[src/rtl/chunked_seq_adder.sv]
// Purpose: WIDTH-bit add/subtract. It processes CHUNK bits per clock and keeps a registered carry between chunks.
// Latency: the operands are accepted at edge k, and out_valid is high after edge k+NCH (NCH = WIDTH/CHUNK).
// Backpressure: in_ready is high only in IDLE. The result is held in DONE until out_ready is high.
// Ports: clk, rst_n (async active-low); in_valid/in_ready/a/b/sub for the operands;
//        out_valid/out_ready/sum/cout/ovf for the result; busy is high in RUN or DONE.
// Build option: define CHUNKED_ADDER_SAT_EN to clamp sum on unsigned overflow or borrow.
module chunked_seq_adder #(
  parameter int WIDTH = 32,
  parameter int CHUNK = 8
) (
  input  logic             clk,
  input  logic             rst_n,
  input  logic             in_valid,
  output logic             in_ready,
  input  logic [WIDTH-1:0] a,
  input  logic [WIDTH-1:0] b,
  input  logic             sub,
  output logic             out_valid,
  input  logic             out_ready,
  output logic [WIDTH-1:0] sum,
  output logic             cout,
  output logic             ovf,
  output logic             busy
);

  localparam int NCH = WIDTH / CHUNK;
  localparam int IW  = (NCH > 1) ? $clog2(NCH) : 1;

  typedef enum logic [1:0] {
    IDLE = 2'd0,
    RUN  = 2'd1,
    DONE = 2'd2
  } state_t;

  state_t state, state_nxt;

  // The operands are stored in shift registers, so the active chunk is always in the low CHUNK bits.
  // b is stored already conditioned, as b' = b ^ {WIDTH{sub}}.
  logic [WIDTH-1:0] a_q, b_q, sum_q;
  logic [WIDTH-1:0] a_nxt, b_nxt, sum_nxt;
  logic [IW-1:0]    idx;
  logic             carry;
  logic             cout_q, ovf_q;
  logic [CHUNK:0]   add_w;
  logic             last;
  logic             ovf_w;
`ifdef CHUNKED_ADDER_SAT_EN
  logic             sub_q;
`endif

  assign add_w = {1'b0, a_q[CHUNK-1:0]} + {1'b0, b_q[CHUNK-1:0]} + {{CHUNK{1'b0}}, carry};
  assign last  = (idx == IW'(NCH - 1));

  // On the last cycle, the low chunk holds the most significant bits of both operands.
  assign ovf_w = (a_q[CHUNK-1] == b_q[CHUNK-1]) && (add_w[CHUNK-1] != a_q[CHUNK-1]);

  // Each new chunk result enters sum at the top and shifts down.
  // After NCH cycles, slice i of sum holds the result for chunk i.
  generate
    if (NCH > 1) begin : g_multi
      assign a_nxt   = {{CHUNK{1'b0}}, a_q[WIDTH-1:CHUNK]};
      assign b_nxt   = {{CHUNK{1'b0}}, b_q[WIDTH-1:CHUNK]};
      assign sum_nxt = {add_w[CHUNK-1:0], sum_q[WIDTH-1:CHUNK]};
    end else begin : g_single
      assign a_nxt   = a_q;
      assign b_nxt   = b_q;
      assign sum_nxt = add_w[CHUNK-1:0];
    end
  endgenerate

  // State register
  always_ff @(posedge clk or negedge rst_n) begin
    if (!rst_n) begin
      state <= IDLE;
    end else begin
      state <= state_nxt;
    end
  end

  // Next state and handshake outputs
  always_comb begin
    state_nxt = state;
    in_ready  = 1'b0;
    out_valid = 1'b0;
    busy      = 1'b0;
    case (state)
      IDLE: begin
        in_ready = 1'b1;
        if (in_valid) begin
          state_nxt = RUN;
        end
      end
      RUN: begin
        busy = 1'b1;
        if (last) begin
          state_nxt = DONE;
        end
      end
      DONE: begin
        busy      = 1'b1;
        out_valid = 1'b1;
        if (out_ready) begin
          state_nxt = IDLE;
        end
      end
      default: begin
        state_nxt = IDLE;
      end
    endcase
  end

  // Datapath
  always_ff @(posedge clk or negedge rst_n) begin
    if (!rst_n) begin
      a_q    <= '0;
      b_q    <= '0;
      sum_q  <= '0;
      idx    <= '0;
      carry  <= 1'b0;
      cout_q <= 1'b0;
      ovf_q  <= 1'b0;
`ifdef CHUNKED_ADDER_SAT_EN
      sub_q  <= 1'b0;
`endif
    end else begin
      case (state)
        IDLE: begin
          if (in_valid) begin
            a_q   <= a;
            b_q   <= b ^ {WIDTH{sub}};
            carry <= sub;   // The +1 that completes the two's-complement of b
            idx   <= '0;
`ifdef CHUNKED_ADDER_SAT_EN
            sub_q <= sub;
`endif
          end
        end
        RUN: begin
          a_q   <= a_nxt;
          b_q   <= b_nxt;
          carry <= add_w[CHUNK];
          idx   <= idx + IW'(1);
          sum_q <= sum_nxt;
          if (last) begin
            cout_q <= add_w[CHUNK];
            ovf_q  <= ovf_w;
`ifdef CHUNKED_ADDER_SAT_EN
            // cout/ovf above keep the raw condition; only sum is clamped.
            if (!sub_q && add_w[CHUNK]) begin
              sum_q <= '1;
            end else if (sub_q && !add_w[CHUNK]) begin
              sum_q <= '0;
            end
`endif
          end
        end
        default: begin
        end
      endcase
    end
  end

  assign sum  = sum_q;
  assign cout = cout_q;
  assign ovf  = ovf_q;

endmodule

[config.mk]
export PLATFORM = sky130hd
export DESIGN_NAME = chunked_seq_adder
export DESIGN_NICKNAME = d
export VERILOG_FILES = /design/src/rtl/chunked_seq_adder.sv
export SDC_FILE = /design/constraint.sdc
export NUM_CORES = 1
export LEC_CHECK = 0
export BUFFER_PORTS_ARGS = -buffer_cell sky130_fd_sc_hd__buf_4
export CAP_MARGIN = 5
export CORE_MARGIN = 4
export CORE_UTILIZATION = 35
export CTS_CLUSTER_DIAMETER = 80
export DETAILED_ROUTE_END_ITERATION = 8
export PLACE_DENSITY = 0.64
export SYNTH_ARGS = -nofsm -noshare
export SYNTH_HDL_FRONTEND = slang
export SYNTH_SLANG_ARGS = --single-unit
export TNS_END_PERCENT = 10
[constraint.sdc]
create_clock -name clk -period 2.2 [get_ports clk]
set_clock_uncertainty 0.2 [all_clocks]
set_input_delay 0.22 -clock clk [delete_from_list [all_inputs] [get_ports clk]]
set_output_delay 0.22 -clock clk [all_outputs]
set_load 0.01 [all_outputs]
==> run_results.csv, run 1 <==
group,metric,value,unit
yosys,syn_area,0.004972,mm²
clock_tree,clkSinkCount,103,
yosys,syn_area_per_cell,10.67,µm²
run,max_cap_viol_count,0,
final_layout,syn2layout_area_growth,32.86,%
sta,max_freq,461.5,MHz
floorplanning,coreArea,0.01388,mm²
worst_hold_path,min_path_type,"in2reg",
placement,place_hpwl,8585,µm
detailed_routing,via_per_inst,5.037,
status,status,"finished, violations left",
critical_path,crit_path_max_fanout,3,
clock_tree,clk_pin_slew,70,ps
global_route,met3_usage,2.801,%
floorplanning,start_util,35.82,%
yosys,ys.warnings.count,0,
final_layout,drive_above_1_share,29.98,%
sta,fin_ws,33.13,ps
detailed_routing,wire_per_inst,15.08,µm
sta,finalCritPeriodShare,98.49,%
global_route,busiest_layer,"met2",
critical_path,worst_setup_path_start_kind,"register",
sta,setup_viol,0,
sta,maxSlewHeadroom,57.60,%
sta,hold_viol,1,
detailed_routing,drt_iter0_drc,249,
yosys,async_flop_share,100.0,%
critical_path,path_class,"reg2reg",
global_route,antenna_found_initial,0,
yosys,netlist_instances,466,
yosys,synth.most_common_cell,"dfrtp_1",
clock_tree,cts_buffers,9,
status,violations,"negative hold slack",
global_route,grt_use_met1,18.73,%
placement,dp_slack,-36.72,ps
global_route,grt_max_degree,79,
floorplanning,rows,43,
detailed_routing,route.detailed.drc,0,
global_route,grtUsageMet2,25.93,%
final_layout,antenna_cells,0,
global_route,grt_pass1_vias,4035,
clock_tree,cts_root_buffer,"clkbuf_16",
sta,drv_slew,0,
sta,min_period,2167,ps
clock_tree,insertion_delay,340,ps
clock_tree,h-tree-depth,3,
detailed_routing,first_pass_iters,4,
critical_path,end_kind,"register",
placement,port-buffer-count,105,
sta,holdWs,-3.048,ps
detailed_routing,vias,3914,
yosys,synth_top_flop_cell,"dfrtp_1",
floorplanning,io_pins,106,
power,leakage,2.912,nW
yosys,ys_ff_latch,103,
clock_tree,clock_path_buffers,2,
yosys,synth_fp_nets,548,
global_route,grt_first_pass_wirelength,19790,µm
yosys,post-synth-top-area-cell,"dfrtp_1",
global_route,grt_usage,14.74,%
global_route,grt-ovfl-total,0,
floorplanning,die_height,127.2,µm
floorplanning,die_w,127.2,µm
yosys,synth_top_area_share,51.84,%
detailed_routing,ant_nets,0,
yosys,synth_edf_count,0,
critical_path,crit_required,2210,ps
detailed_routing,finalWirelength,11720,µm
power,vdd_ir_drop_max,0.0006809,V
yosys,yosys-top-cells-area,"dfrtp_1 (52%), mux2_2 (5.9%), o22ai_1 (4.8%), a21oi_1 (4.6%), xnor2_1 (4.4%)",
yosys,ys_seq_area_share,51.84,%
sta,rsz0062_at_grt,"yes",
clock_tree,cts_setup_buffers,0,
critical_path,arrival,2180,ps
floorplanning,die_area,0.01618,mm²
sta,tightest_slew,635.4,ps
final_layout,final_nets,674,
placement,gp_congestion,0.8155,
yosys,synthTopCellsByCount,"dfrtp_1 (103), a21oi_1 (46), nand2_1 (42), o22ai_1 (38), nor2_1 (30)",
yosys,synth.distinct_cells,41,
power,powerDensity,1611,mW/mm²
clock_tree,cts_tree,"built",
[timing repair]
| item | 4_1_cts | 5_1_grt |
|---|---|---|
| hold buffers | 27 | 0 |
| gates resized for setup | 2 | 5 |
| setup endpoints to repair | 5 | 38 |
| endpoints found under the hold margin | 60 | 0 |
| gates cloned | 0 | 0 |
| pin swaps | 6 | 5 |
[where the power goes]
group / switching, mW / internal (mW) / leakage [nW]
sequential: 0.704 / 2.87 / 1.26
clock: 0.700 / 0.927 / 0.147
combinational: 2.84 / 2.60 / 1.50
total: 4.25 / 6.39 / 2.91
[final timing paths]
path,depth (start not counted),end,slack (ps),startpoint
min in group asynchronous,2,sum[7],180,rst_n
worst max register to register,6,carry,30,a_q[0]
worst min-delay path,3,a_q[21],-3,a[21]
max in group asynchronous,3,state[1],930,rst_n
worst min register to register,2,b_q[19],290,b_q[19]
worst max-delay path,6,carry,30,a_q[0]
[placed cells by master, fill, tap and decap left out, types with 2 or more instances in the layout]
cell / n
a211oi_1: 2
dlygate4sd3_1: 27
xnor2_1: 25
xor2_1: 8
o21ai_1: 3
dfrtp_1: 103
a31oi_1: 4
a211oi_2: 2
nor4_1: 2
inv_6: 3
and2_1: 2
nand2_1: 42
nor2_1: 29
nor3_1: 3
o31ai_2: 2
buf_4: 119
clkbuf_16: 9
nand2b_1: 3
o211ai_1: 3
o22ai_1: 38
inv_1: 7
mux2_2: 26
buf_12: 2
a22o_1: 17
fa_2: 2
a21oi_1: 45
o2bb2ai_1: 2
ha_1: 10
o21ai_0: 29
mux2i_1: 6
[kinds of logic after synthesis]
| family | Yosys count | synth area share, % |
|---|---|---|
| buf+inv | 41 | 4.026 |
| xor+xnor | 33 | 5.813 |
| mux | 32 | 7.096 |
| flops | 103 | 51.84 |
| fa+ha+maj | 13 | 3.573 |
| simple gates | 84 | 7.222 |
| compound gates | 160 | 20.43 |
[area by class of cell]
type                       count  area (µm²)
tap                          180       225.2
multi-input combinational    322        2256
clock buffer                  11       242.7
sequential                   103        2577
clock inverter                 5       63.81
inverter                       7       26.28
timing repair buffer         149        1215
fill                        1330        7274
[routing by layer]
layer  vias up  part of all wire, %
li1       1940                    -
met1      1835                   43
met2       125                   50
met3        14                  5.8
met4         0                  1.6
met5         -                    0
[worst max-delay path: stages (launching register included)]
cell and delay [ps]:
dfrtp_1 410, fa_2 420, fa_2 380, a21oi_4 150, o211ai_1 120, a211oi_2 250
a211oi_1 110
[sequential cells by signal, summed over array words and instances, names as in the netlist]
name,flops
a_q,32
b_q,32
sum,32
idx,2
state,2
carry,1
cout,1
ovf,1
[metrics by stage]
stage	std cells	util [%]	cell area [µm²]	total power [mW]	TNS [ps]
2_1_floorplan	466	-	4984	7.192	0
3_3_place_gp	734	43.19	5996	8.772	0
3_5_place_dp	734	43.19	5996	8.957	-134.7
4_1_cts	777	47.42	6583	10.67	-104.4
5_1_grt	777	47.59	6606	11.52	-188.6
6_report	777	47.59	6606	10.64	0
Power figures use the tool's default switching activity.
==> run 2, diff against run 1 <==
CELL_PAD_IN_SITES_DETAIL_PLACEMENT = 1   (was not set)
CELL_PAD_IN_SITES_GLOBAL_PLACEMENT = 2   (was not set)
CORE_UTILIZATION = 31   (was 35)
GPL_ROUTABILITY_DRIVEN = 0   (was not set)
PLACE_DENSITY = 0.83   (was 0.64)
==> run 2 against run 1 <==
- the flow finishes with violations (negative setup slack)
- final cell count grew 5.3%
- critical path type unchanged
- non-clock buffer count grew 5
- die area grew 12%
- fmax shrank 2.2%
- flip-flop and latch count is the same
- clock power is essentially flat
- final area grew 1.2%
- highest routed layer unchanged
- combinational power grew 3.9%
- critical endpoint unchanged
- global-route usage grew 0.20 points
==> run_results.csv, run 2 (synthesis results as in run 1) <==
group,metric,value,unit
critical_path,reg2reg_to,"carry",
critical_path,critPathLaunch,"a_q[0]",
critical_path,worst_setup_path_start_kind,"register",
floorplanning,die_w,134.6,µm
power,leakage,2.930,nW
floorplanning,die_height,134.6,µm
clock_tree,cts_root_buffer,"clkbuf_16",
sta,fin_ws,-16.68,ps
sta,hold_viol,0,
placement,place_hpwl,9638,µm
global_route,grt_usage,14.93,%
status,status,"finished, violations left",
critical_path,end_kind,"register",
detailed_routing,via_per_inst,4.859,
sta,tightest_slew,591.1,ps
final_layout,antenna_cells,0,
sta,rsz0062_at_grt,"yes",
sta,max_freq,451.1,MHz
critical_path,cp-endpoint,"carry",
placement,port-buffer-count,105,
critical_path,r2r-start,"a_q[0]",
critical_path,ff2ff_path_depth,6,
global_route,antenna_found_initial,0,
global_route,grt_max_degree,79,
run,max_cap_viol_count,0,
sta,setup_viol,3,
critical_path,path_class,"reg2reg",
clock_tree,insertion_delay,340,ps
critical_path,arrival,2240,ps
clock_tree,cts_tree,"built",
global_route,grt-ovfl-total,0,
placement,place_area,0.006056,mm²
global_route,grt_first_pass_wirelength,22110,µm
detailed_routing,wire_per_inst,16.03,µm
worst_hold_path,min_path_type,"in2reg",
final_layout,fin_area,0.006686,mm²
clock_tree,h-tree-depth,3,
sta,holdWs,3.048,ps
floorplanning,start_util,31.42,%
detailed_routing,drt_iter0_drc,123,
clock_tree,clkSinkCount,103,
final_layout,drive_above_1_share,30.23,%
detailed_routing,finalWirelength,13110,µm
floorplanning,die_area,0.01813,mm²
final_layout,final_nets,679,
sta,maxSlewHeadroom,60.59,%
final_layout,final_cell_mix,"buf_4 (123), dfrtp_1 (103), a21oi_1 (45)",
floorplanning,rows,46,
final_layout,fill_cells,1764,
final_layout,syn2layout_area_growth,34.47,%
power,vdd_ir_drop_max,0.0007345,V
clock_tree,clk_pin_slew,70,ps
final_layout,final_common_cell,"buf_4",
global_route,grt_pass1_vias,4249,
detailed_routing,vias,3975,
detailed_routing,first_pass_iters,4,
floorplanning,io_pins,106,
detailed_routing,route.detailed.drc,0,
critical_path,reg2reg_slack,-20,ps
sta,drv_slew,0,
sta,min_period,2217,ps
critical_path,crit_path_max_fanout,3,
detailed_routing,ant_nets,0,
floorplanning,coreArea,0.01583,mm²
status,violations,"negative setup slack",
critical_path,crit_required,2220,ps
power,powerDensity,1623,mW/mm²
clock_tree,clock_path_buffers,2,
sta,finalCritPeriodShare,100.8,%
clock_tree,cts_buffers,9,
==> run 2: cell types whose count changed in the layout (fill, tap and decap cells not counted), sizes merged <==
cell	before	now
buf	122	125
clkbuf	11	10
clkinv	0	2
clkinvlp	1	2
dlygate4sd3	27	29
inv	10	8
==> run 2: through the flow <==
step	util (%)	worst slack, ps	instances	setup TNS, ps	total power [mW]
after floorplan	-	2.907	466	0	7.192
after global placement	38.26	1.774	772	0	8.874
after detailed placement	38.26	-73.67	772	-219.7	9.175
after CTS	42.16	-74.40	817	-169.4	10.97
after global routing	42.25	-90.32	818	-413.6	11.78
final	42.25	-16.68	818	-23.55	10.86
==> run 2: layout make-up <==
| type | count | area (µm²) | share of cell area, % |
|---|---|---|---|
| tap | 216 | 270.3 | 4.042 |
| clock buffer | 10 | 239.0 | 3.574 |
| sequential | 103 | 2577 | 38.55 |
| multi-input combinational | 322 | 2252 | 33.68 |
| inverter | 7 | 26.28 | 0.3930 |
| clock inverter | 6 | 67.56 | 1.010 |
| timing repair buffer | 154 | 1254 | 18.75 |
==> run 2: layer usage <==
metal | track usage (%) | routed length (µm)
met1 | 19.44 | 5917
met4 | 3.337 | 143
met2 | 25.93 | 6584
met3 | 2.794 | 466
met5 | 0 | 0
==> run 2: critical path, stage by stage, from the launching register on <==
cell      delay, ps
dfrtp_1         410
fa_2            420
fa_2            380
a21oi_4         190
o211ai_1        150
a211oi_2        240
a211oi_1        110
==> run 2: worst min-delay path by stage <==
| stage | from | endpoint | slack (ps) | depth (start not counted) |
|---|---|---|---|---|
| 3_5_place_dp | rst_n | sum[15] | 60 | 1 |
| 5_1_grt | a[15] | a_q[15] | 20 | 3 |
| 3_3_place_gp | rst_n | sum[7] | 60 | 1 |
| 4_1_cts | a[15] | a_q[15] | 0.6 | 3 |
| 6_report | a[15] | a_q[15] | 3 | 3 |
| 2_1_floorplan | rst_n | a_q[0] | -280 | 0 |
==> run 2: power breakdown <==
group	internal, mW	switching (mW)	total, mW	leakage (nW)
logic	2.65	3.00	5.65	1.52
registers	2.87	0.699	3.57	1.26
clock network	0.918	0.717	1.63	0.145
total	6.44	4.42	10.9	2.93
==> run 2: what timing repair did <==
action,4_1_cts,5_1_grt
hold endpoints to repair,71,0
pin swaps,6,3
setup endpoints to repair,6,7
hold buffers,29,0
gates cloned,0,0
setup buffers,0,1
gates resized for setup,4,1
==> run 3, diff against run 2 <==
SETUP_SLACK_MARGIN = 0.3   (was not set)
==> run 3 against run 2 <==
- hold slack better by 8.2 ps
- combinational power increased by 4.2%
- the run still ends with negative setup slack left
- core utilization rose by 0.59 points
- largest power group unchanged
- first-iteration DRC count rose by 35%
- final area grew 1.4%
- setup slack better by 15 ps
- via count increased by 1.4%
==> run_results.csv, run 3 (synthesis results as in run 1) <==
group,metric,value,unit
global_route,grt_max_degree,79,
sta,holdWs,11.28,ps
floorplanning,coreArea,0.01583,mm²
critical_path,ff2ff_path_depth,6,
clock_tree,cts_buffers,9,
global_route,grt_pass1_vias,4186,
final_layout,final_common_cell,"buf_4",
placement,place_hpwl,9609,µm
power,fin_total_pwr,11.03,mW
detailed_routing,wire_per_inst,15.99,µm
placement,port-buffer-count,105,
critical_path,worst_setup_path_start_kind,"register",
sta,tightest_slew,519.0,ps
floorplanning,io_pins,106,
critical_path,cp-endpoint,"sum[30]",
clock_tree,clock_path_buffers,2,
final_layout,final_nets,687,
floorplanning,die_w,134.6,µm
power,vdd_ir_drop_max,0.0007572,V
sta,finalCritPeriodShare,100.1,%
detailed_routing,via_per_inst,4.886,
critical_path,crit_required,2220,ps
critical_path,reg2reg_to,"sum[30]",
floorplanning,rows,46,
clock_tree,h-tree-depth,3,
floorplanning,die_height,134.6,µm
detailed_routing,finalWirelength,13190,µm
sta,drv_slew,0,
sta,rsz0062_at_grt,"yes",
critical_path,r2r-start,"b_q[0]",
critical_path,cp_slowest_cell,"fa_2",
sta,setup_viol,2,
critical_path,crit_path_max_fanout,3,
critical_path,critPathMostFrequentCell,"fa_2",
critical_path,path_cells,"fa_2, fa_2, a21oi_4, o211ai_1, a211oi_1, o31ai_2",
clock_tree,cts_tree,"built",
run,max_cap_viol_count,0,
sta,max_freq,454.1,MHz
final_layout,antenna_cells,0,
critical_path,critPathLaunch,"b_q[0]",
global_route,grt-ovfl-total,0,
clock_tree,clkSinkCount,103,
worst_hold_path,min_path_type,"in2reg",
detailed_routing,ant_nets,0,
clock_tree,cts_root_buffer,"clkbuf_16",
sta,hold_viol,0,
critical_path,reg2reg_slack,-2,ps
status,status,"finished, violations left",
sta,min_period,2202,ps
critical_path,end_kind,"register",
critical_path,cpPeakStageDelay,420,ps
status,violations,"negative setup slack",
placement,dp_slack,-86.26,ps
worst_hold_path,hold_depth,3,
floorplanning,start_util,31.42,%
critical_path,path_class,"reg2reg",
global_route,grt_usage,14.64,%
detailed_routing,vias,4031,
power,powerDensity,1627,mW/mm²
detailed_routing,route.detailed.drc,0,
sta,maxSlewHeadroom,65.40,%
critical_path,arrival,2230,ps
sta,fin_ws,-1.958,ps
floorplanning,die_area,0.01813,mm²
power,leakage,2.964,nW
final_layout,drive_above_1_share,32.18,%
detailed_routing,first_pass_iters,4,
final_layout,fin_area,0.006780,mm²
final_layout,syn2layout_area_growth,36.36,%
final_layout,final_cell_mix,"buf_4 (126), dfrtp_1 (102), a21oi_1 (45)",
clock_tree,clk_pin_slew,70,ps
detailed_routing,drt_iter0_drc,166,
placement,place_area,0.006043,mm²
global_route,grt_first_pass_wirelength,21300,µm
clock_tree,insertion_delay,350,ps
global_route,antenna_found_initial,0,
[run 3: worst min path at each step]
stage / from / end / slack, ps
after global routing: a[17] / a_q[17] / 6
after global placement: rst_n / sum[15] / 20
after detailed placement: rst_n / sum[23] / 40
after floorplan: rst_n / a_q[0] / -280
after CTS: a[17] / a_q[17] / 4
final: a[20] / a_q[20] / 10
[run 3: timing repair]
action / 4_1_cts / 5_1_grt
resized for setup: 8 / 11
hold endpoints to repair: 67 / 0
pin swaps: 6 / 5
hold buffers: 30 / 0
setup buffers: 2 / 8
endpoints found under the setup margin: 76 / 102
[run 3: per-layer routing]
metal,GRT usage (%),up-vias,routed length [µm],part of all wire (%)
li1,-,1959,-,-
met1,18.24,1942,5709,43
met2,25.04,113,6589,50
met3,3.987,17,681,5.2
met4,4.072,0,212,1.6
met5,0,-,0,0
[run 3: area by class of cell]
class,count,area [µm²]
fill,1777,9047
sequential,103,2579
multi-input combinational,322,2277
timing repair buffer,162,1335
tap,216,270.3
clock buffer,10,229.0
clock inverter,5,60.06
inverter,7,30.03
[run 3: through the flow]
step | util, % | TNS (ps) | std cells
5_1_grt | 42.84 | -567.8 | 825
4_1_cts | 42.23 | -179.7 | 817
3_5_place_dp | 38.18 | -217.5 | 770
3_3_place_gp | 38.18 | 0 | 770
2_1_floorplan | - | 0 | 466
6_report | 42.84 | -2.339 | 825
[run 3: critical path: cells and delay by family, from the launching register on]
kind / cells / cell delay [ps]
AOI/OAI and AO/OA: 4 / 670
adders and majority gates: 2 / 800
DFF: 1 / 410
[run 3: where the power goes]
part | total [mW] | switching (mW) | internal (mW)
logic | 5.89 | 3.06 | 2.83
clock network | 1.57 | 0.693 | 0.878
registers | 3.57 | 0.704 | 2.87
total | 11.0 | 4.45 | 6.58
